===== src/rtl/hpc_dump_tx.sv =====
// Purpose: freezes the live performance counters into a shadow bank, serves word reads and streams it as a packet.
// Latency: snapshot on the request edge; read data one cycle after the address; first packet word one cycle after dump_req_i.
// Backpressure: packet words are held stable while tx_ready_i is low; requests arriving during a dump are dropped.
// Optional: define HPC_DUMP_CSUM_EN to append an XOR checksum word to the bank and packet.
module hpc_dump_tx #(
   parameter int NUM_CNT = 8,
   parameter int AW      = 8
) (
   input  logic                 clk,
   input  logic                 rst_i,
   input  logic [NUM_CNT*32-1:0] cnt_flat_i,
   input  logic [63:0]          cyc_i,
   input  logic                 snap_req_i,
   input  logic                 dump_req_i,
   input  logic [AW-1:0]        rd_addr_i,
   output logic [31:0]          rd_data_o,
   output logic                 snap_valid_o,
   output logic                 busy_o,
   output logic                 tx_valid_o,
   output logic [31:0]          tx_data_o,
   output logic                 tx_last_o,
   input  logic                 tx_ready_i,
   output logic                 dump_done_o
);

`ifdef HPC_DUMP_CSUM_EN
   localparam int N_WORDS = NUM_CNT + 4;
`else
   localparam int N_WORDS = NUM_CNT + 3;
`endif
   localparam logic [31:0] HDR = {16'hC0DE, 8'h00, 8'(N_WORDS)};

   typedef enum logic [1:0] {S_IDLE, S_SEND, S_DONE} state_t;

   state_t      state_q, state_d;
   logic [7:0]  idx_q, idx_d;
   logic [31:0] cnt_q [NUM_CNT];
   logic [63:0] cyc_q;
   logic        snap_valid_q;
   logic [31:0] rd_data_q, rd_data_d;
   logic [31:0] tx_data_q, tx_data_d;
   logic        tx_last_q, tx_last_d;
   logic        capture;
   logic [31:0] words [N_WORDS];
   logic [31:0] tx_word;

   // Only an idle block may overwrite the shadow bank, so a frame in flight never changes.
   assign capture = (state_q == S_IDLE) && (snap_req_i || dump_req_i);

`ifdef HPC_DUMP_CSUM_EN
   logic [31:0] csum;
   // Checksum covers header, all counters and both cycle halves.
   always_comb begin
      csum = HDR ^ cyc_q[31:0] ^ cyc_q[63:32];
      for (int k = 0; k < NUM_CNT; k++) csum = csum ^ cnt_q[k];
   end
`endif

   // Word map of the shadow bank as seen by both the read port and the packet.
   always_comb begin
      words[0] = HDR;
      for (int k = 0; k < NUM_CNT; k++) words[k+1] = cnt_q[k];
      words[NUM_CNT+1] = cyc_q[31:0];
      words[NUM_CNT+2] = cyc_q[63:32];
`ifdef HPC_DUMP_CSUM_EN
      words[NUM_CNT+3] = csum;
`endif
   end

   // Random-access read mux; addresses past the map return zero.
   always_comb begin
      rd_data_d = '0;
      for (int i = 0; i < N_WORDS; i++)
         if (int'(rd_addr_i) == i) rd_data_d = words[i];
   end

   // Dump FSM next state, word index and the registered packet word/last flag.
   always_comb begin
      state_d   = state_q;
      idx_d     = idx_q;
      tx_data_d = tx_data_q;
      tx_last_d = tx_last_q;
      tx_word   = '0;
      case (state_q)
         S_IDLE: if (dump_req_i) begin
            state_d = S_SEND;
            idx_d   = '0;
         end
         S_SEND: if (tx_ready_i) begin
            if (int'(idx_q) == N_WORDS - 1) state_d = S_DONE;
            else idx_d = idx_q + 8'd1;
         end
         S_DONE: state_d = S_IDLE;
         default: state_d = S_IDLE;
      endcase
      for (int i = 0; i < N_WORDS; i++)
         if (int'(idx_d) == i) tx_word = words[i];
      // Header does not depend on the bank, so the word loaded on the capture edge is already correct.
      if ((state_q == S_IDLE && state_d == S_SEND) ||
          (state_q == S_SEND && state_d == S_SEND && idx_d != idx_q)) begin
         tx_data_d = tx_word;
         tx_last_d = (int'(idx_d) == N_WORDS - 1);
      end else if (state_d == S_DONE) begin
         tx_last_d = 1'b0;
      end
   end

   // State, shadow bank and output registers; reset abandons any packet immediately.
   always_ff @(posedge clk or posedge rst_i) begin
      if (rst_i) begin
         state_q      <= S_IDLE;
         idx_q        <= '0;
         cyc_q        <= '0;
         snap_valid_q <= 1'b0;
         rd_data_q    <= '0;
         tx_data_q    <= '0;
         tx_last_q    <= 1'b0;
         for (int k = 0; k < NUM_CNT; k++) cnt_q[k] <= '0;
      end else begin
         state_q   <= state_d;
         idx_q     <= idx_d;
         rd_data_q <= rd_data_d;
         tx_data_q <= tx_data_d;
         tx_last_q <= tx_last_d;
         if (capture) begin
            for (int k = 0; k < NUM_CNT; k++) cnt_q[k] <= cnt_flat_i[32*k +: 32];
            cyc_q        <= cyc_i;
            snap_valid_q <= 1'b1;
         end
      end
   end

   assign rd_data_o    = rd_data_q;
   assign snap_valid_o = snap_valid_q;
   assign busy_o       = (state_q != S_IDLE);
   assign tx_valid_o   = (state_q == S_SEND);
   assign tx_data_o    = tx_data_q;
   assign tx_last_o    = tx_last_q;
   assign dump_done_o  = (state_q == S_DONE);

endmodule


===== config.mk =====
export PLATFORM = sky130hd
export DESIGN_NAME = hpc_dump_tx
export DESIGN_NICKNAME = d
export VERILOG_FILES = /design/src/rtl/hpc_dump_tx.sv
export SDC_FILE = /design/constraint.sdc
export NUM_CORES = 1
export LEC_CHECK = 0
export ABC_AREA = 1
export BUFFER_PORTS_ARGS = -buffer_cell sky130_fd_sc_hd__buf_2
export CORE_MARGIN = 2
export CORE_UTILIZATION = 25
export CTS_CLUSTER_SIZE = 16
export DETAILED_ROUTE_END_ITERATION = 10
export HOLD_SLACK_MARGIN = 0.02
export PLACE_DENSITY_LB_ADDON = 0.05
export SYNTH_ARGS = -nofsm -noshare
export SYNTH_HDL_FRONTEND = slang
export SYNTH_SLANG_ARGS = --single-unit

===== constraint.sdc =====
create_clock -name clk -period 39.8 [get_ports clk]
set_input_delay 7.96 -clock clk [delete_from_list [all_inputs] [get_ports clk]]
set_output_delay 7.96 -clock clk [all_outputs]
set_load 0.1 [all_outputs]

==> impl_metrics.yaml, run 1 <==
cts:
  clk_latency_ns: 0.61
  postCtsSetupRepairBufs: 0
  path_clk_slew_ns: 0.06
  cts_tree: "built"
  clkSinkCount: 396
  ctsRootBufferMaster: "clkbuf_16"
  cts_hold_buf: 0
  cts.path.max_buffers: 3
  cts_buffers: 52
  cts-resized-gates: 0
  htree_levels: 2
timing:
  post-route-min-period_ns: 11.22
  tightestPinTransition_ns: 1.20
  setup_viol: 0
  finalHoldViolCount: 0
  slew_headroom_pct: 20.0
  drv_slew: 0
  fin_hold_ws_ns: 0.475
  rsz0062_at_grt: "false"
  clock_skew_ns: 0.0163
  layout_setup_ws_ns: 28.58
  fmax_mhz: 89.1
  fin_crit_sh_pct: 28.2
  tns_ns: 0
synthesis:
  postSynth.asyncResetShare_pct: 100
  ys_top_cells_by_count: "nand2_1, dfrtp_1, nor2_1, inv_1, mux2_2"
  synth_area_leaders: "dfrtp_1, mux2_2, nand2_1"
  seq_area_frac_synth_pct: 50.5
  avgSynthCellArea_um2: 8.71
  synth_edf_count: 0
  ys_types: 41
  synth_cells: 2254
  syn-cell-area_um2: 19600
  synth_warnings: 0
  syn-num-nets: 2589
  synth_top_area_share_pct: 50.5
  synth_largest_area_cell: "dfrtp_1"
  synth_top_flop_cell: "dfrtp_1"
  synth-seq-cells: 396
  yosysMostFrequentCell: "nand2_1"
detailed_routing:
  vias: 17600
  wire_per_inst_um: 24.0
  first_pass_iters: 7
  route.detailed.drc: 0
  viasPerCell: 4.77
  finalWirelength_um: 88500
  drt-initial-drc-count: 1199
  antenna_left: 0
critical_path:
  start_kind: "input port"
  critPathCaptureType: "flip-flop"
  r2r_cells: 21
  crit_fanout: 84
  regToRegSetupSlack_ns: 35.33
  crit_arrival_ns: 11.70
  r2r-start: "idx_q[0]$_DFF_PP0_"
  crit_path_start: "tx_ready_i"
  required_ns: 40.28
  reg2reg_to: "tx_data_o[7]$_DFFE_PP0P_"
  crit_type: "in2reg"
pwr:
  ir_worst_vdd_mv: 0.0393
  cellInternalPower_uw: 1200
  clockPowerShare_pct: 21.6
  combPwrFrac_pct: 45.4
  switching_share_pct: 46.4
  leakage_uw: 0.0118
  p_switching_uw: 1040
  p_seq_share_pct: 33.0
  power.density_nw_per_um2: 91.7
final_layout:
  ff_latch_area_um2: 9910
  num-nets-final: 2941
  final.fill_count: 8406
  drive_gt1_share_pct: 28.1
  multi_input_area_um2: 8310
  area_growth_pct: 24.3
min_path:
  hold_start: "tx_data_o[25]$_DFFE_PP0P_"
  whs_endpoint: "tx_data_o[25]$_DFFE_PP0P_"
  hold_depth: 2
  hold_path_class: "reg2reg"
placement:
  io_buffers: 401
  pre_cts_slack_ns: 27.91
  dp.final_hpwl_um: 64900
  gp_congestion: 0.866
global_routing:
  grt_pass1_wl_um: 128000
  antenna_found_initial: 6
  grtUsageTotal_pct: 21.5
  overflow: 0
  grt_pass1_vias: 18500
  grt_max_degree: 174
die:
  start_util_pct: 25.3
  die_area_um2: 80800
  io_pins: 402
  rows: 102
  die_x_um: 284
  core_region_area_um2: 77600
  die_h_um: 284
run_status:
  status: "finished clean"
flow_run:
  maxCapViolCount: 0
==> placed cells by master, fill, tap and decap left out, drive strengths merged <==
cell / Yosys / layout
nand2: 455 / 455
buf: 44 / 429
dfrtp: 396 / 396
nor2: 300 / 300
inv: 232 / 232
mux2: 179 / 179
a21oi: 178 / 178
nand3: 103 / 103
o21ai: 92 / 92
clkbuf: 87 / 79
nand4: 55 / 55
o2111ai: 39 / 39
a221oi: 27 / 27
nand3b: 19 / 19
clkinv: 3 / 14
o221ai: 12 / 12
a22oi: 10 / 10
o211ai: 9 / 9
nor3: 6 / 6
bufinv: 0 / 4
or2: 3 / 3
ha: 2 / 2
clkinvlp: 0 / 2
diode: 0 / 1
nor3b: 1 / 1
a211oi: 1 / 1
o22ai: 1 / 1
==> how the worst max path moves through the flow <==
| stage | cells after the start | end | slack [ns] |
|---|---|---|---|
| 2_1_floorplan | 1 | cnt_q[0]$_DFFE_PP0P_ | 20.83 |
| 3_3_place_gp | 20 | tx_data_o[29]$_DFFE_PP0P_ | 27.98 |
| 3_5_place_dp | 18 | tx_data_o[14]$_DFFE_PP0P_ | 27.91 |
| 4_1_cts | 18 | tx_data_o[14]$_DFFE_PP0P_ | 28.56 |
| 5_1_grt | 20 | tx_data_o[7]$_DFFE_PP0P_ | 28.21 |
| 6_report | 18 | tx_data_o[7]$_DFFE_PP0P_ | 28.58 |
==> kinds of logic (layout without fill, tap and decap cells) <==
kind of cell | count (synthesis) | in the layout | share of synthesized area [%]
simple gates | 942 | 942 | 20.4
fa+ha+maj | 2 | 2 | 0.127
other cells | 0 | 1 | 0
mux | 179 | 179 | 10.3
flops | 396 | 396 | 50.5
buf+inv | 366 | 760 | 7.51
compound gates | 369 | 369 | 11.2
==> flip-flops by register name, indices dropped and copies added, names as in the netlist <==
name and count:
cnt_q 256, cyc_q 64, idx_q 8, rd_data_o 32, snap_valid_o 1, state_q 2, tx_data_o 32, tx_last_o 1
==> power by group through the flow <==
stage	clock, uW	combinational (uW)	sequential, uW
finish	484	1020	738
global route	514	1120	760
CTS	498	1040	741
detailed placement	0	1040	747
global placement	0	1030	746
floorplan	0	619	798
==> through the flow <==
step / std cells / instance area, um2 / util (%) / total power, uW
finish: 3689 / 24400 / 31.4 / 2240
global route: 3689 / 24400 / 31.4 / 2400
CTS: 3688 / 24400 / 31.4 / 2280
detailed placement: 3592 / 22700 / 29.2 / 1790
global placement: 3592 / 22700 / 29.2 / 1770
floorplan: 2254 / 19600 / - / 1420
==> critical path, stage by stage <==
cell	delay [ns]
buf_2	0.18
nand2_1	0.14
nor3_4	0.25
nand3_1	0.11
nand3_1	0.18
nand3_2	0.12
nor2_4	0.08
buf_4	0.69
nand2_1	0.29
nor2_4	0.48
buf_4	0.49
inv_2	0.17
o21ai_1	0.18
inv_1	0.06
nand2_1	0.10
nand3b_1	0.08
nand2_1	0.06
nand2_1	0.05
==> routing by layer <==
layer  share of wire (%)  GRT usage [%]  up-vias
met4                 3.3           7.14        4
met5               0.029              0        -
met1                  40           25.2     8808
met3                 3.9           2.76      131
li1                    -              -     8185
met2                  53           40.3      454
==> layout make-up <==
class	count	share of cell area, %
flip-flops and latches	396	40.6
diodes	1	0.0103
clock inverters	17	0.779
well taps	1040	5.33
repair buffers	429	9.24
clock buffers	79	6.33
inverters	235	3.65
multi-input cells	1492	34.0
Power figures use the tool's default switching activity.
==> run 2: changes to the inputs <==
==> constraint.sdc (replaced) <==
create_clock -name clk -period 9.51 [get_ports clk]
set_input_delay 1.902 -clock clk [delete_from_list [all_inputs] [get_ports clk]]
set_output_delay 1.902 -clock clk [all_outputs]
set_load 0.1 [all_outputs]
==> run 2 against run 1 <==
  * Critical path depth decreased by 2
  * Sequential share of layout area down 0.19 points
  * Core utilization up 0.15 points
  * Highest routed layer unchanged
  * Clock power increased to 4.4 times the previous value
  * Count of clock-buffer cells in the layout is 9 lower
  * Hold slack lost 0.0079 ns
  * Critical endpoint is now tx_data_o[21]$_DFFE_PP0P_
  * Combinational power increased to 4.1 times the previous value
  * Largest cell class unchanged
  * Critical path type unchanged
  * Via count shrank 0.40%
  * Register-to-register slack worse by 30 ns
==> impl_metrics.yaml, run 2 (same netlist as run 1, synthesis figures left out) <==
run_status:
  status: "finished clean"
cts:
  cts-resized-gates: 0
  path_clk_slew_ns: 0.06
  cts_hold_buf: 0
  cts_buffers: 51
  clk_latency_ns: 0.61
  cts_tree: "built"
  htree_levels: 2
  clkSinkCount: 396
  cts.path.max_buffers: 3
  postCtsSetupRepairBufs: 0
  ctsRootBufferMaster: "clkbuf_16"
critical_path:
  required_ns: 10.06
  critPathCaptureType: "flip-flop"
  start_kind: "input port"
  crit_fanout: 84
  crit_type: "in2reg"
  crit_arrival_ns: 5.63
die:
  io_pins: 402
  core_region_area_um2: 77600
  die_h_um: 284
  rows: 102
  start_util_pct: 25.3
  die_x_um: 284
  die_area_um2: 80800
final_layout:
  layout_common_cells: "nand2_1, buf_2, dfrtp_1"
  reg_top3: "cnt_q (256), cyc_q (64)"
  final_common_cell: "nand2_1"
  regMostFlops: "cnt_q"
  area_growth_pct: 24.9
  largest_register_ffs: 256
  num-nets-final: 2941
  drive_gt1_share_pct: 28.3
  final.fill_count: 8370
  finalNonFillerCells: 3685
detailed_routing:
  met3_length_um: 4040
  drt-initial-drc-count: 1061
  viasPerCell: 4.75
  wire_per_inst_um: 23.9
  highest_layer: "met5"
  route.detailed.drc: 0
  met2_length_um: 46400
  vias: 17500
  m1WireLength_um: 34600
  first_pass_iters: 5
  finalWirelength_um: 88000
  antenna_left: 0
timing:
  finalHoldViolCount: 0
  post-route-min-period_ns: 5.08
  fin_hold_ws_ns: 0.467
  drv_slew: 0
  setup_viol: 0
  slew_headroom_pct: 22.6
  rsz0062_at_grt: "false"
  clock_skew_ns: 0.0259
  fin_crit_sh_pct: 53.4
  fmax_mhz: 197
  tns_ns: 0
  tightestPinTransition_ns: 1.16
global_routing:
  overflow: 0
  grtUsageTotal_pct: 21.6
  antenna_found_initial: 6
  grt_max_degree: 182
  grt_pass1_vias: 18400
  grt_pass1_wl_um: 128000
placement:
  gp_congestion: 0.863
  dp.final_hpwl_um: 65500
  io_buffers: 401
  dp_cells: 3593
flow_run:
  maxCapViolCount: 0
min_path:
  hold_path_class: "reg2reg"
pwr:
  power.density_nw_per_um2: 386
  ir_worst_vdd_mv: 0.144
  leakage_uw: 0.0118
run 2: changes by cell type in the layout (fill, tap and decap cells not counted), sizes merged:
cell and delta:
bufinv +6, buf +1, clkbuf -9, clkinvlp +1
clkinv -3
run 2: cell type report:
| type | count | area [um2] | area share [%] |
|---|---|---|---|
| sequential | 396 | 9910 | 40.4 |
| multi-input combinational | 1492 | 8310 | 33.9 |
| clock buffer | 70 | 1470 | 5.99 |
| tap | 1040 | 1300 | 5.31 |
| timing repair buffer | 430 | 2260 | 9.23 |
| clock inverter | 21 | 375 | 1.53 |
| antenna | 1 | 2.50 | 0.0102 |
| inverter | 235 | 886 | 3.61 |
run 2: path summary, 6_finish.rpt:
kind	to	slack, ns	depth (start not counted)	startpoint
min in group asynchronous	cnt_q[147]$_DFFE_PP0P_	1.21	2	rst_i
worst max register to register	tx_data_o[21]$_DFFE_PP0P_	5.17	19	idx_q[0]$_DFF_PP0_
worst min register to register	snap_valid_o$_DFFE_PP0P_	0.47	2	snap_valid_o$_DFFE_PP0P_
worst min-delay path	snap_valid_o$_DFFE_PP0P_	0.47	2	snap_valid_o$_DFFE_PP0P_
max in group asynchronous	cnt_q[90]$_DFFE_PP0P_	6.22	4	rst_i
worst max-delay path	tx_data_o[21]$_DFFE_PP0P_	4.43	16	tx_ready_i
run 2: critical path, stage by stage:
cell      delay, ns
buf_2          0.19
nand2_1        0.14
nor3_4         0.27
nand3_1        0.10
nand3_1        0.15
nand3_2        0.11
nor2_4         0.08
buf_4          0.70
nand2_1        0.32
nor2_2         0.91
nand2_1        0.11
nand4_1        0.22
nand2_1        0.16
nand3b_1       0.11
nand2_1        0.06
nand2_1        0.05
run 2: per-stage QoR:
| stage | worst slack, ns | utilization [%] | instance area (um2) | total power, uW |
|---|---|---|---|---|
| 2_1_floorplan | 2.28 | - | 19600 | 5930 |
| 3_3_place_gp | 3.89 | 29.2 | 22700 | 7380 |
| 3_5_place_dp | 3.80 | 29.2 | 22700 | 7420 |
| 4_1_cts | 4.45 | 31.6 | 24500 | 9620 |
| 5_1_grt | 4.05 | 31.6 | 24500 | 10100 |
| 6_report | 4.43 | 31.6 | 24500 | 9460 |
run 2: power breakdown:
part           total [uW]  leakage (uW)  internal [uW]  switching [uW]
sequential           3100       0.00462           2490             617
clock                2150      0.000903           1350             801
combinational        4210       0.00628           1310            2900
total                9460        0.0118           5150            4320
run 2: layer usage:
metal | global-route usage (%) | up-vias
met4 | 7.17 | 4
li1 | - | 8169
met5 | 0 | -
met1 | 25.4 | 8714
met3 | 3.35 | 120
met2 | 39.9 | 504
==> run 3: changes to the inputs <==
--- a/config.mk
+++ b/config.mk
@@ -5,7 +5,7 @@
 export SDC_FILE = /design/constraint.sdc
 export NUM_CORES = 1
 export LEC_CHECK = 0
-export ABC_AREA = 1
+export ABC_AREA = 0
 export BUFFER_PORTS_ARGS = -buffer_cell sky130_fd_sc_hd__buf_2
 export CORE_MARGIN = 2
 export CORE_UTILIZATION = 25
==> constraint.sdc (replaced) <==
create_clock -name clk -period 4.75 [get_ports clk]
set_input_delay 0.95 -clock clk [delete_from_list [all_inputs] [get_ports clk]]
set_output_delay 0.95 -clock clk [all_outputs]
set_load 0.1 [all_outputs]
==> run 3 against run 2 <==
  * Via count shrank 8.7%
  * Count of clock-buffer cells in the layout is the same
  * Final cell count fell by 18%
  * Flip-flop and latch count unchanged
  * Design area shrank 2.5%
  * Register-to-register slack worse by 4.5 ns
  * Sequential share of layout area up 1.0 points
  * Hold slack worse by 0.076 ns
  * Clock power is 72% higher
  * Largest power group is now sequential cells
==> impl_metrics.yaml, run 3 <==
synthesis:
  seq_area_frac_synth_pct: 52.4
  synth_edf_count: 0
  postSynth.asyncResetShare_pct: 100
  synth-compound-area-share_pct: 16.4
  ys_types: 71
  synth_cells: 1621
  synth_area_leaders: "dfrtp_1, mux2_2, a22oi_1"
  synth_simple_gate_area_share_pct: 7.78
  synth_top_family_by_area: "multiplexers"
  yosysMostFrequentCell: "dfrtp_1"
  synth-xor-area-share_pct: 0
  synth_top_area_share_pct: 52.4
  synth_top_flop_cell: "dfrtp_1"
  synth-seq-cells: 396
  syn-cell-area_um2: 18900
  ys_top_cells_by_count: "dfrtp_1, mux2_2, nand2_1, a22oi_1, o21ai_0"
  avgSynthCellArea_um2: 11.7
  syn-num-nets: 1956
  synthAdderAreaFrac_pct: 0.132
  synth.area.mux_share_pct: 20.1
  synth_warnings: 0
  synth_largest_area_cell: "dfrtp_1"
timing:
  fin_crit_sh_pct: 85.9
  fin_hold_ws_ns: 0.391
  drv_slew: 0
  slew_headroom_pct: 29.8
  setup_viol: 0
  post-route-min-period_ns: 4.08
  fmax_mhz: 245
  tightestPinTransition_ns: 1.05
  tns_ns: 0
  clock_skew_ns: 0.0212
  rsz0062_at_grt: "false"
  finalHoldViolCount: 0
run_status:
  status: "finished clean"
cts:
  clkSinkCount: 396
  cts_hold_buf: 0
  cts-resized-gates: 0
  ctsRootBufferMaster: "clkbuf_16"
  path_clk_slew_ns: 0.06
  cts_tree: "built"
  postCtsSetupRepairBufs: 0
  clk_latency_ns: 0.59
  cts_buffers: 51
  cts.path.max_buffers: 3
  htree_levels: 2
detailed_routing:
  wire_per_inst_um: 28.7
  finalWirelength_um: 86500
  antenna_left: 0
  drt-initial-drc-count: 1417
  first_pass_iters: 9
  viasPerCell: 5.30
  vias: 16000
  route.detailed.drc: 0
pwr:
  switching_share_pct: 41.7
  power.density_nw_per_um2: 702
  cellInternalPower_uw: 9770
  combPwrFrac_pct: 38.8
  ir_worst_vdd_mv: 0.317
  p_switching_uw: 6990
  p_seq_share_pct: 39.1
  leakage_uw: 0.0104
  clockPowerShare_pct: 22.1
final_layout:
  area_growth_pct: 26.4
  final_common_cell: "buf_2"
  drive_gt1_share_pct: 44.0
  reg_top3: "cnt_q (256), cyc_q (64)"
  layout_common_cells: "buf_2, dfrtp_1, mux2_2"
  num-nets-final: 2349
  largest_register_ffs: 256
  regMostFlops: "cnt_q"
die:
  die_x_um: 279
  io_pins: 402
  die_area_um2: 77800
  die_h_um: 279
  start_util_pct: 25.3
  rows: 100
  core_region_area_um2: 74700
critical_path:
  crit_arrival_ns: 4.50
  crit_chain: "inv_1 -> ha_1 -> or4b_4 -> o21ai_2 -> mux2_2 -> inv_2 -> nand3_2 -> or4_2 -> buf_4 -> o22ai_1 -> a2bb2oi_1 -> a41oi_1"
  critPathCaptureType: "flip-flop"
  crit_fanout: 17
  crit_type: "reg2reg"
  cpMaxStageDelayCell: "or4_2"
  slowest_delay_ns: 0.72
  required_ns: 5.17
  start_kind: "flip-flop"
placement:
  dp.final_hpwl_um: 61600
  io_buffers: 401
  gp_congestion: 0.831
min_path:
  hold_path_class: "in2async"
global_routing:
  overflow: 0
  grt_max_degree: 156
  antenna_found_initial: 19
  grt_pass1_vias: 16700
  grt_pass1_wl_um: 123000
  grtUsageTotal_pct: 21.8
flow_run:
  maxCapViolCount: 0
## run 3: cell types whose count changed in the layout (fill, tap and decap cells not counted), sizes merged, moves of 45 or more
cell and delta:
nand4 -45, nand2 -342, inv -207, nor2 -276, a22oi +97, a21oi -147, mux2 +135
## run 3: final cells by class
class	count	area, um2
Tap cell	969	1210
Multi-Input combinational cell	1077	8550
Antenna cell	4	10.0
Timing Repair Buffer	463	2570
Clock inverter	12	88.8
Inverter	25	97.6
Clock buffer	70	1460
Fill cell	7685	50800
Sequential cell	396	9910
## run 3: critical path, delay by kind of cell, from the launching register on
family,cells,cell delay [ns]
AND/OR/NAND/NOR,3,1.38
AO/OA/AOI/OAI,4,0.72
buffers and inverters,3,0.65
multiplexers,1,0.54
flip-flops,1,0.43
adder cells (fa/ha/maj),1,0.16
## run 3: layer usage
layer,up-vias,global-route usage (%),part of all wire (%),routed length (um)
met2,655,35.5,47,40700
met1,8201,29.2,43,37300
met5,-,0,0.082,71
met4,12,5.96,2.4,2060
li1,6989,-,-,-
met3,126,4.73,7.3,6330
## run 3: metrics by stage
| step | utilization, % | instance area, um2 | cells | total power [uW] | setup WS, ns |
|---|---|---|---|---|---|
| after floorplan | - | 18900 | 1621 | 10500 | -1.53 |
| after global placement | 29.9 | 22300 | 2930 | 13100 | 0.541 |
| after detailed placement | 29.9 | 22300 | 2930 | 13100 | 0.438 |
| after CTS | 32.0 | 23900 | 3012 | 16900 | 0.669 |
| after global routing | 32.0 | 23900 | 3016 | 17700 | 0.435 |
| final | 32.0 | 23900 | 3016 | 16800 | 0.672 |
## run 3: worst paths after layout
path                                          start  depth (start not counted)                        end  slack (ns)
setup / recovery                 idx_q[0]$_DFF_PP0_                         12  tx_data_o[25]$_DFFE_PP0P_        0.67
max in group asynchronous                     rst_i                          4       cnt_q[6]$_DFFE_PP0P_        3.07
hold reg to reg            snap_valid_o$_DFFE_PP0P_                          1   snap_valid_o$_DFFE_PP0P_        0.48
hold / removal                                rst_i                          2     cnt_q[225]$_DFFE_PP0P_        0.39
setup reg to reg                 idx_q[0]$_DFF_PP0_                         12  tx_data_o[25]$_DFFE_PP0P_        0.67
min in group clk           snap_valid_o$_DFFE_PP0P_                          1   snap_valid_o$_DFFE_PP0P_        0.48
## run 3: kinds of logic after synthesis
group,count (synthesis)
buf+inv,148
simple gates,296
fa+ha+maj,2
mux,340
flops,396
compound gates,439
## run 3: power by group through the flow
stage	sequential, uW	clock, uW	combinational, uW
floorplan	6680	0	3810
global placement	6630	0	6440
detailed placement	6600	0	6500
CTS	6560	3830	6530
global route	6760	3960	6960
finish	6560	3700	6500
